**src/rtl/riscv_multicycle_core.sv**
```systemverilog
// Multicycle RV32I subset core: fetch, decode, exec, mem, writeback.
// Illegal or misaligned work parks the core in a sticky trap state.
module riscv_multicycle_core #(
  parameter logic [31:0] RESET_PC = 32'h0000_0000,
  parameter int          NUM_REGS = 32
) (
  input  logic        clk,
  input  logic        reset,
  output logic        imem_req,
  output logic [31:0] imem_addr,
  input  logic        imem_ready,
  input  logic [31:0] imem_rdata,
  output logic        dmem_req,
  output logic        dmem_we,
  output logic [31:0] dmem_addr,
  output logic [31:0] dmem_wdata,
  input  logic        dmem_ready,
  input  logic [31:0] dmem_rdata,
  output logic [31:0] pc_out,
  output logic [31:0] instruction_out,
  output logic        retire,
  output logic        trap
);

  typedef enum logic [2:0] {
    S_FETCH, S_DECODE, S_EXEC, S_MEM, S_WB, S_TRAP
  } state_t;

  localparam int          AW   = $clog2(NUM_REGS);
  localparam logic [5:0]  NREG = 6'(NUM_REGS);

  state_t      state, state_nx;
  logic        run;
  logic [31:0] pc, ir;
  logic [31:0] rs1_q, rs2_q, imm_q;
  logic [31:0] res_q, npc_q;
  logic [31:0] rf [NUM_REGS];

  logic [6:0] opc, f7;
  logic [2:0] f3;
  logic [4:0] rd, rs1, rs2;

  assign opc = ir[6:0];
  assign rd  = ir[11:7];
  assign f3  = ir[14:12];
  assign rs1 = ir[19:15];
  assign rs2 = ir[24:20];
  assign f7  = ir[31:25];

  logic is_op, is_opi, is_lui, is_aui;
  logic is_jal, is_jalr, is_br, is_ld, is_st;

  assign is_op   = opc == 7'h33;
  assign is_opi  = opc == 7'h13;
  assign is_lui  = opc == 7'h37;
  assign is_aui  = opc == 7'h17;
  assign is_jal  = opc == 7'h6f;
  assign is_jalr = opc == 7'h67;
  assign is_br   = opc == 7'h63;
  assign is_ld   = opc == 7'h03;
  assign is_st   = opc == 7'h23;

  logic [31:0] imm_i, imm_s, imm_b, imm_u, imm_j;

  assign imm_i = {{20{ir[31]}}, ir[31:20]};
  assign imm_s = {{20{ir[31]}}, ir[31:25], ir[11:7]};
  assign imm_b = {{19{ir[31]}}, ir[31], ir[7],
                  ir[30:25], ir[11:8], 1'b0};
  assign imm_u = {ir[31:12], 12'b0};
  assign imm_j = {{11{ir[31]}}, ir[31], ir[19:12],
                  ir[20], ir[30:21], 1'b0};

  logic [31:0] imm;
  logic        legal, use_rd, use_rs1, use_rs2;

  always_comb begin
    imm     = '0;
    legal   = 1'b0;
    use_rd  = 1'b0;
    use_rs1 = 1'b0;
    use_rs2 = 1'b0;
    unique case (1'b1)
      is_op: begin
        legal   = (f7 == 7'h00) ||
                  (f7 == 7'h20 &&
                   (f3 == 3'b000 || f3 == 3'b101));
        use_rd  = 1'b1;
        use_rs1 = 1'b1;
        use_rs2 = 1'b1;
      end
      is_opi: begin
        imm     = imm_i;
        if (f3 == 3'b001)
          legal = f7 == 7'h00;
        else if (f3 == 3'b101)
          legal = f7 == 7'h00 || f7 == 7'h20;
        else
          legal = 1'b1;
        use_rd  = 1'b1;
        use_rs1 = 1'b1;
      end
      is_lui, is_aui: begin
        imm    = imm_u;
        legal  = 1'b1;
        use_rd = 1'b1;
      end
      is_jal: begin
        imm    = imm_j;
        legal  = 1'b1;
        use_rd = 1'b1;
      end
      is_jalr: begin
        imm     = imm_i;
        legal   = f3 == 3'b000;
        use_rd  = 1'b1;
        use_rs1 = 1'b1;
      end
      is_br: begin
        imm     = imm_b;
        legal   = !f3[1];
        use_rs1 = 1'b1;
        use_rs2 = 1'b1;
      end
      is_ld: begin
        imm     = imm_i;
        legal   = f3 == 3'b010;
        use_rd  = 1'b1;
        use_rs1 = 1'b1;
      end
      is_st: begin
        imm     = imm_s;
        legal   = f3 == 3'b010;
        use_rs1 = 1'b1;
        use_rs2 = 1'b1;
      end
      default: ;
    endcase
  end

  logic bad_reg, illegal, wr_en;

  assign bad_reg = (use_rd  && {1'b0, rd}  >= NREG) ||
                   (use_rs1 && {1'b0, rs1} >= NREG) ||
                   (use_rs2 && {1'b0, rs2} >= NREG);
  assign illegal = !legal || bad_reg;
  assign wr_en   = use_rd && rd != 5'd0;

  logic [31:0] opb, alu, sum_ai, pc4, pc_imm;
  logic [31:0] res, npc;
  logic        alt, lt, take, misalign;

  assign opb    = (is_op || is_br) ? rs2_q : imm_q;
  assign alt    = f7[5] &&
                  (is_op || (is_opi && f3 == 3'b101));
  assign sum_ai = rs1_q + imm_q;
  assign pc4    = pc + 32'd4;
  assign pc_imm = pc + imm_q;
  assign lt     = $signed(rs1_q) < $signed(rs2_q);

  always_comb begin
    case (f3)
      3'b000: alu = alt ? rs1_q - opb : rs1_q + opb;
      3'b001: alu = rs1_q << opb[4:0];
      3'b010: alu = {31'b0, $signed(rs1_q) < $signed(opb)};
      3'b011: alu = {31'b0, rs1_q < opb};
      3'b100: alu = rs1_q ^ opb;
      3'b101: alu = alt ? 32'($signed(rs1_q) >>> opb[4:0])
                        : rs1_q >> opb[4:0];
      3'b110: alu = rs1_q | opb;
      default: alu = rs1_q & opb;
    endcase
  end

  always_comb begin
    if (f3[2])
      take = f3[0] ? !lt : lt;
    else
      take = f3[0] ? (rs1_q != rs2_q) : (rs1_q == rs2_q);
  end

  always_comb begin
    res = alu;
    npc = pc4;
    unique case (1'b1)
      is_lui:       res = imm_q;
      is_aui:       res = pc_imm;
      is_jal: begin
        res = pc4;
        npc = pc_imm;
      end
      is_jalr: begin
        res = pc4;
        npc = {sum_ai[31:1], 1'b0};
      end
      is_br:        npc = take ? pc_imm : pc4;
      is_ld, is_st: res = sum_ai;
      default: ;
    endcase
  end

  assign misalign = (npc[1:0] != 2'b00) ||
                    ((is_ld || is_st) && sum_ai[1:0] != 2'b00);

  always_ff @(posedge clk or posedge reset) begin
    if (reset)
      state <= S_FETCH;
    else
      state <= state_nx;
  end

  always_comb begin
    state_nx = state;
    case (state)
      S_FETCH:  if (run && imem_ready) state_nx = S_DECODE;
      S_DECODE: state_nx = illegal ? S_TRAP : S_EXEC;
      S_EXEC: begin
        if (misalign)
          state_nx = S_TRAP;
        else if (is_ld || is_st)
          state_nx = S_MEM;
        else
          state_nx = S_WB;
      end
      S_MEM:    if (dmem_ready) state_nx = S_WB;
      S_WB:     state_nx = S_FETCH;
      default:  state_nx = S_TRAP;
    endcase
  end

  always_comb begin
    imem_req = run && state == S_FETCH;
    dmem_req = state == S_MEM;
    dmem_we  = state == S_MEM && is_st;
    retire   = state == S_WB;
    trap     = state == S_TRAP;
  end

  // run holds the first fetch off until one edge after reset release
  always_ff @(posedge clk or posedge reset) begin
    if (reset) begin
      run   <= 1'b0;
      pc    <= RESET_PC;
      ir    <= '0;
      rs1_q <= '0;
      rs2_q <= '0;
      imm_q <= '0;
      res_q <= '0;
      npc_q <= '0;
    end else begin
      run <= 1'b1;
      case (state)
        S_FETCH:  if (run && imem_ready) ir <= imem_rdata;
        S_DECODE: begin
          rs1_q <= rf[rs1[AW-1:0]];
          rs2_q <= rf[rs2[AW-1:0]];
          imm_q <= imm;
        end
        S_EXEC: begin
          res_q <= res;
          npc_q <= npc;
        end
        S_MEM:    if (dmem_ready && !is_st) res_q <= dmem_rdata;
        S_WB:     pc <= npc_q;
        default: ;
      endcase
    end
  end

  always_ff @(posedge clk or posedge reset) begin
    if (reset) begin
      for (int i = 0; i < NUM_REGS; i++)
        rf[i] <= '0;
    end else if (state == S_WB && wr_en) begin
      rf[rd[AW-1:0]] <= res_q;
    end
  end

  assign imem_addr       = pc;
  assign dmem_addr       = res_q;
  assign dmem_wdata      = rs2_q;
  assign pc_out          = pc;
  assign instruction_out = ir;

endmodule

```
**config.mk**
```make
export PLATFORM = sky130hd
export DESIGN_NAME = riscv_multicycle_core
export DESIGN_NICKNAME = d
export VERILOG_FILES = /design/src/rtl/riscv_multicycle_core.sv
export SDC_FILE = /design/constraint.sdc
export NUM_CORES = 2
export LEC_CHECK = 0
export ABC_AREA = 0
export CORE_UTILIZATION = 35
export CTS_CLUSTER_SIZE = 40
export DETAILED_ROUTE_END_ITERATION = 6
export MAX_ROUTING_LAYER = met4
export PLACE_DENSITY_LB_ADDON = 0.3
export SLEW_MARGIN = 10
export SYNTH_ARGS = -nofsm -noshare
export SYNTH_HDL_FRONTEND = slang
export SYNTH_SLANG_ARGS = --single-unit
```
**constraint.sdc**
```tcl
create_clock -name clk -period 108.1 [get_ports clk]
set_clock_uncertainty 0.05 [all_clocks]
set_input_delay 16.215 -clock clk [delete_from_list [all_inputs] [get_ports clk]]
set_output_delay 16.215 -clock clk [all_outputs]
set_load 0.03 [all_outputs]
```
After elaboration in Yosys (flattened, before gate mapping)
Index checks and enable logic that the tools add are counted.
{ "classes": {"addsub": 5, "n_lt_le_gt_ge": 7, "n_eq_ne": 26, "n_shift": 3, "n_mux": 32, "n_bitwise": 6, "n_reduce_logical": 37} }
{ "ops": {"columns": ["operator", "n"], "rows": [
  ["$bwmux W1024", 1],
  ["$bmux W32 S5", 2],
  ["$mux W32", 10],
  ["$pmux W32 S7", 1],
  ["$demux W32 S5", 1],
  ["$pmux W32 S5", 1],
  ["$pmux W32 S4", 1],
  ["$add A32 B32 Y32", 3],
  ["$lt A32 B32 Y1", 3],
  ["$pmux W32 S3", 1],
  ["$pmux W32 S2", 1],
  ["$add A32 B3 Y32 const B", 1],
  ["$and A32 B32 Y32", 1],
  ["$eq A32 B32 Y1", 1],
  ["$ne A32 B32 Y1", 1],
  ["$or A32 B32 Y32", 1],
  ["$shl A32 B5 Y32", 1],
  ["$shr A32 B5 Y32", 1],
  ["$sshr A32 B5 Y32", 1],
  ["$sub A32 B32 Y32", 1],
  ["$xor A32 B32 Y32", 1],
  ["$eq A7 B6 Y1 const B", 4],
  ["$eq A7 B7 Y1 const B", 3],
  ["$ge A6 B6 Y1 const B", 3],
  ["24 further kinds", 71]
]} }
{ "word_totals": {"register_bits": 1252, "in_bits": 68, "out_inout_bits": 165} }

Depth between registers and ports, before layout
{ "depth": {"ltp_word": 10, "depth_mapped": 22, "ltp_nobuf": 16} }

Least setup slack after synthesis
OpenSTA, ideal clock, no wires.
{ "synth_path": {"kind": "reg-to-output", "start": "register state[1]", "end": "output port dmem_we", "arrival_time_ns": 1.730, "required_time_ns": 91.835, "setup_slack_ns": 90.105, "stages_incl_launch_ff": 7, "path_buffers": 4, "path_cell_list": "dfrtp_1 -> clkbuf_1 -> nand3_1 -> clkbuf_1 -> clkbuf_1 -> clkbuf_1 -> nor2_1"} }
{ "synth_between": {"elab_chain_cells": 2} }
{ "synth_lines": {"columns": ["element", "line_no", "rtl"], "rows": [
  ["from (decl)", "32", "state_t state, state_nx;"],
  ["from (signal assigned)", "208", "state <= state_nx;"],
  ["$eq A3 B2 Y1", "233", "dmem_we = state == S_MEM && is_st;"],
  ["$logic_and A1 B1 Y1", "233", null],
  ["to (decl)", "14", "output logic dmem_we,"]
]} }
No other way between the ends.

==> key figures <==
Clock network
  – Clock tree buffer depth: 3
  – Cts hold-fix bufs: 0
  – CTS root buf: clkbuf_16
  – Clk sinks: 1252
  – CTS tree: yes
  – Setup Fix Bufs, Post-CTS: 0
  – Num CTS Buffers: 146
  – H-tree depth: 4
  – CTS resizes: 0
  – Clock-pin slew on the worst setup and hold paths: around 0.060 ns
  – Clk Latency, worst-skew pair: between 0.8 and 0.9 ns

Final layout
  – Commonest cells after routing, fill and taps aside: dfrtp_1, mux2_2, mux4_2
  – Nets: approximately 6600
  – Fill cells: 20870
  – Commonest non-fill, non-tap cell in the layout: dfrtp_1
  – Synth-to-layout area growth: 13.2%
  – Finished Core Util: between 30% and 40%
  – Finished Layout Cells: between 9000 and 10000
  – Ratio of cells with drive above 1 in the final layout: roughly 35%

Power and ir drop
  – Final Power: between 1 and 1.5 mW
  – Pwr Density: about 16 mW/mm^2
  – LEAKAGE: just under 40 nW
  – Max VDD drop: 0.0159 mV

Drt
  – Post-detailed-routing wire length: roughly 320 mm
  – WL/cell: around 34 um
  – DRC Markers: 3
  – Vias: ~60000
  – 1st-pass router iterations: 7
  – Routed Antenna Nets: 0
  – Post-DR vias/cell: between 6 and 7
  – 1st-iter DRT viols: roughly 6700

Worst setup path
  – R2R depth: 17
  – Reg-to-Reg End: dmem_addr[31]
  – RR Startpoint: instruction_out[2]
  – Critical path required time: between 100 and 150 ns
  – FF-to-FF setup slack: approximately 100 ns
  – Worst-path fanout max: 185
  – Startpoint Class: input pin
  – CP endpoint kind: async pin
  – Arr. time, crit path: around 21 ns
  – Setup CP Type: in -> async

Synth
  – Yosys top cell by area: dfrtp_1
  – Synth Register Bits: about 1300
  – Synth warn: 0
  – Sequential share of the synthesized area: around two fifths
  – EDFF count, synth: 0
  – Async SR Flop Fraction: 100%
  – Largest cells by area after synthesis: dfrtp_1, mux4_2, mux2_2
  – Synth cell types: 106
  – Ys flop type: dfrtp_1
  – Post-Syn Nets: between 6000 and 7000
  – Syn Std Cell Area: between 0.07 and 0.08 sq mm
  – Avg Cell Area, Syn: 12.3 sq um
  – Area share of the largest cell type after synthesis: between 30% and 40%
  – Mapped Cells: approximately 6400

Floorplanning
  – Die width: 476 um
  – Initial Utilization: about a third
  – Total core area: ~0.22 sq mm
  – Io pins: around 230
  – Num rows: between 150 and 200
  – Die area: ~0.23 sq mm
  – Die H: around 480 um

Hold path
  – Hold EP: rf[1017]
  – Hold Path Cell Cnt: 0
  – HP Start: rf[1017]
  – Hold crit path type: reg -> reg

Placement
  – RD Place Congestion: just over 1
  – Dpl cells: a little over 9000
  – Input/output buffers: about 230
  – Hpwl dp: around 210 mm

Global routing
  – Largest net degree at the start of global routing: 186
  – Initial antenna violation count: 18
  – Grt ovf: 0
  – Global-route wire length before repair: 453 mm
  – GRT busiest layer: met2
  – Met1 Usage GRT: 37.5%
  – Vias in the first global route: 58650
  – Total Routing Usage GR: between 20% and 30%
  – GR Layer Usage met3: around 4.8%
  – GR Layer Usage met2: between 40% and 50%

STA
  – Final Setup Violations: 0
  – Fin crit period: 20.13 ns
  – Final Slew Violations: 0
  – Max Fclk: 49.7 MHz
  – Setup TNS: 0 ns
  – RSZ-0062 raised after global routing: false
  – Final hold violations: 0
  – Worst slew margin: under 10%
  – Tightest Pin Transition: around 1.4 ns
  – Hold_ws: 0.341 ns
  – Tcrit/Tclk final: roughly a fifth

Flow run
  – Max Cap Violations: 0

Run status
  – Run status: finished with violations
  – Failing checks: design-rule violations
## critical path: stages
cell	delay [ns]
clkdlybuf4s50_1	0.49
inv_8	0.56
buf_12	0.65
buf_4	0.72
buf_12	0.68
buf_4	0.91
## state kept, by name, indices dropped and copies added, names as in the netlist
name and count:
rf 1024, rs1_q 32, imem_addr 32, imm_q 32
dmem_addr 32, state 3, npc_q 32, dmem_wdata 32
instruction_out 32, run 1
## per-stage QoR
stage	worst slack [ns]	instance area, sq um
floorplan	56.55	78600
global placement	87.13	84000
detailed placement	87.06	84000
CTS	87.90	89000
global route	87.35	89000
finish	87.98	89000
## worst max-delay path by stage
stage / start / to / slack [ns] / cells past startpoint
after floorplan: reset / dmem_addr[0] / 56.55 / 1
final: reset / rf[534] / 87.98 / 6
after global placement: reset / rf[1014] / 87.13 / 6
after CTS: reset / rf[534] / 87.90 / 6
after global routing: reset / rf[534] / 87.35 / 6
after detailed placement: reset / rf[1014] / 87.06 / 6
## synth_stat cells, types with 72 or more instances
cell type	n
a21o_1	72
a21oi_1	244
buf_1	93
clkbuf_1	456
dfrtp_1	1252
ha_1	194
inv_1	163
mux2_2	1059
mux2i_1	149
mux4_2	651
nand2_1	347
nor2_1	270
o21ai_0	320
## power by group
part	switching, mW	internal, mW	leakage [nW]
Sequential	0.0444	0.479	17.3
Combinational	0.226	0.126	18.7
Clock	0.213	0.306	2.46
Total	0.483	0.911	38.5
## kinds of logic after synthesis
family / Yosys count / synth area share (%)
mux: 1861 / 35.7
flops: 1252 / 39.9
compound gates: 1197 / 10.1
simple gates: 966 / 5.71
buf+inv: 794 / 4.06
fa+ha+maj: 197 / 3.16
xor+xnor: 120 / 1.36
other cells: 1 / 0.00477
## metal layers
layer | part of all wire, % | vias to the layer above
met5 | 0 | -
met2 | 46 | 2947
met1 | 41 | 31586
li1 | - | 24285
met4 | 4.9 | 0
met3 | 7.6 | 632
## final cells by class
type | instances | area, sq um | share of cell area (%)
tap | 2975 | 3720 | 4.18
multi-input combinational | 4342 | 44400 | 49.9
antenna | 10 | 25.0 | 0.0281
sequential | 1252 | 31400 | 35.2
inverter | 168 | 643 | 0.722
clock buffer | 209 | 4260 | 4.78
clock inverter | 56 | 727 | 0.817
timing repair buffer | 428 | 3870 | 4.35
(Power assumes the default switching activity.)
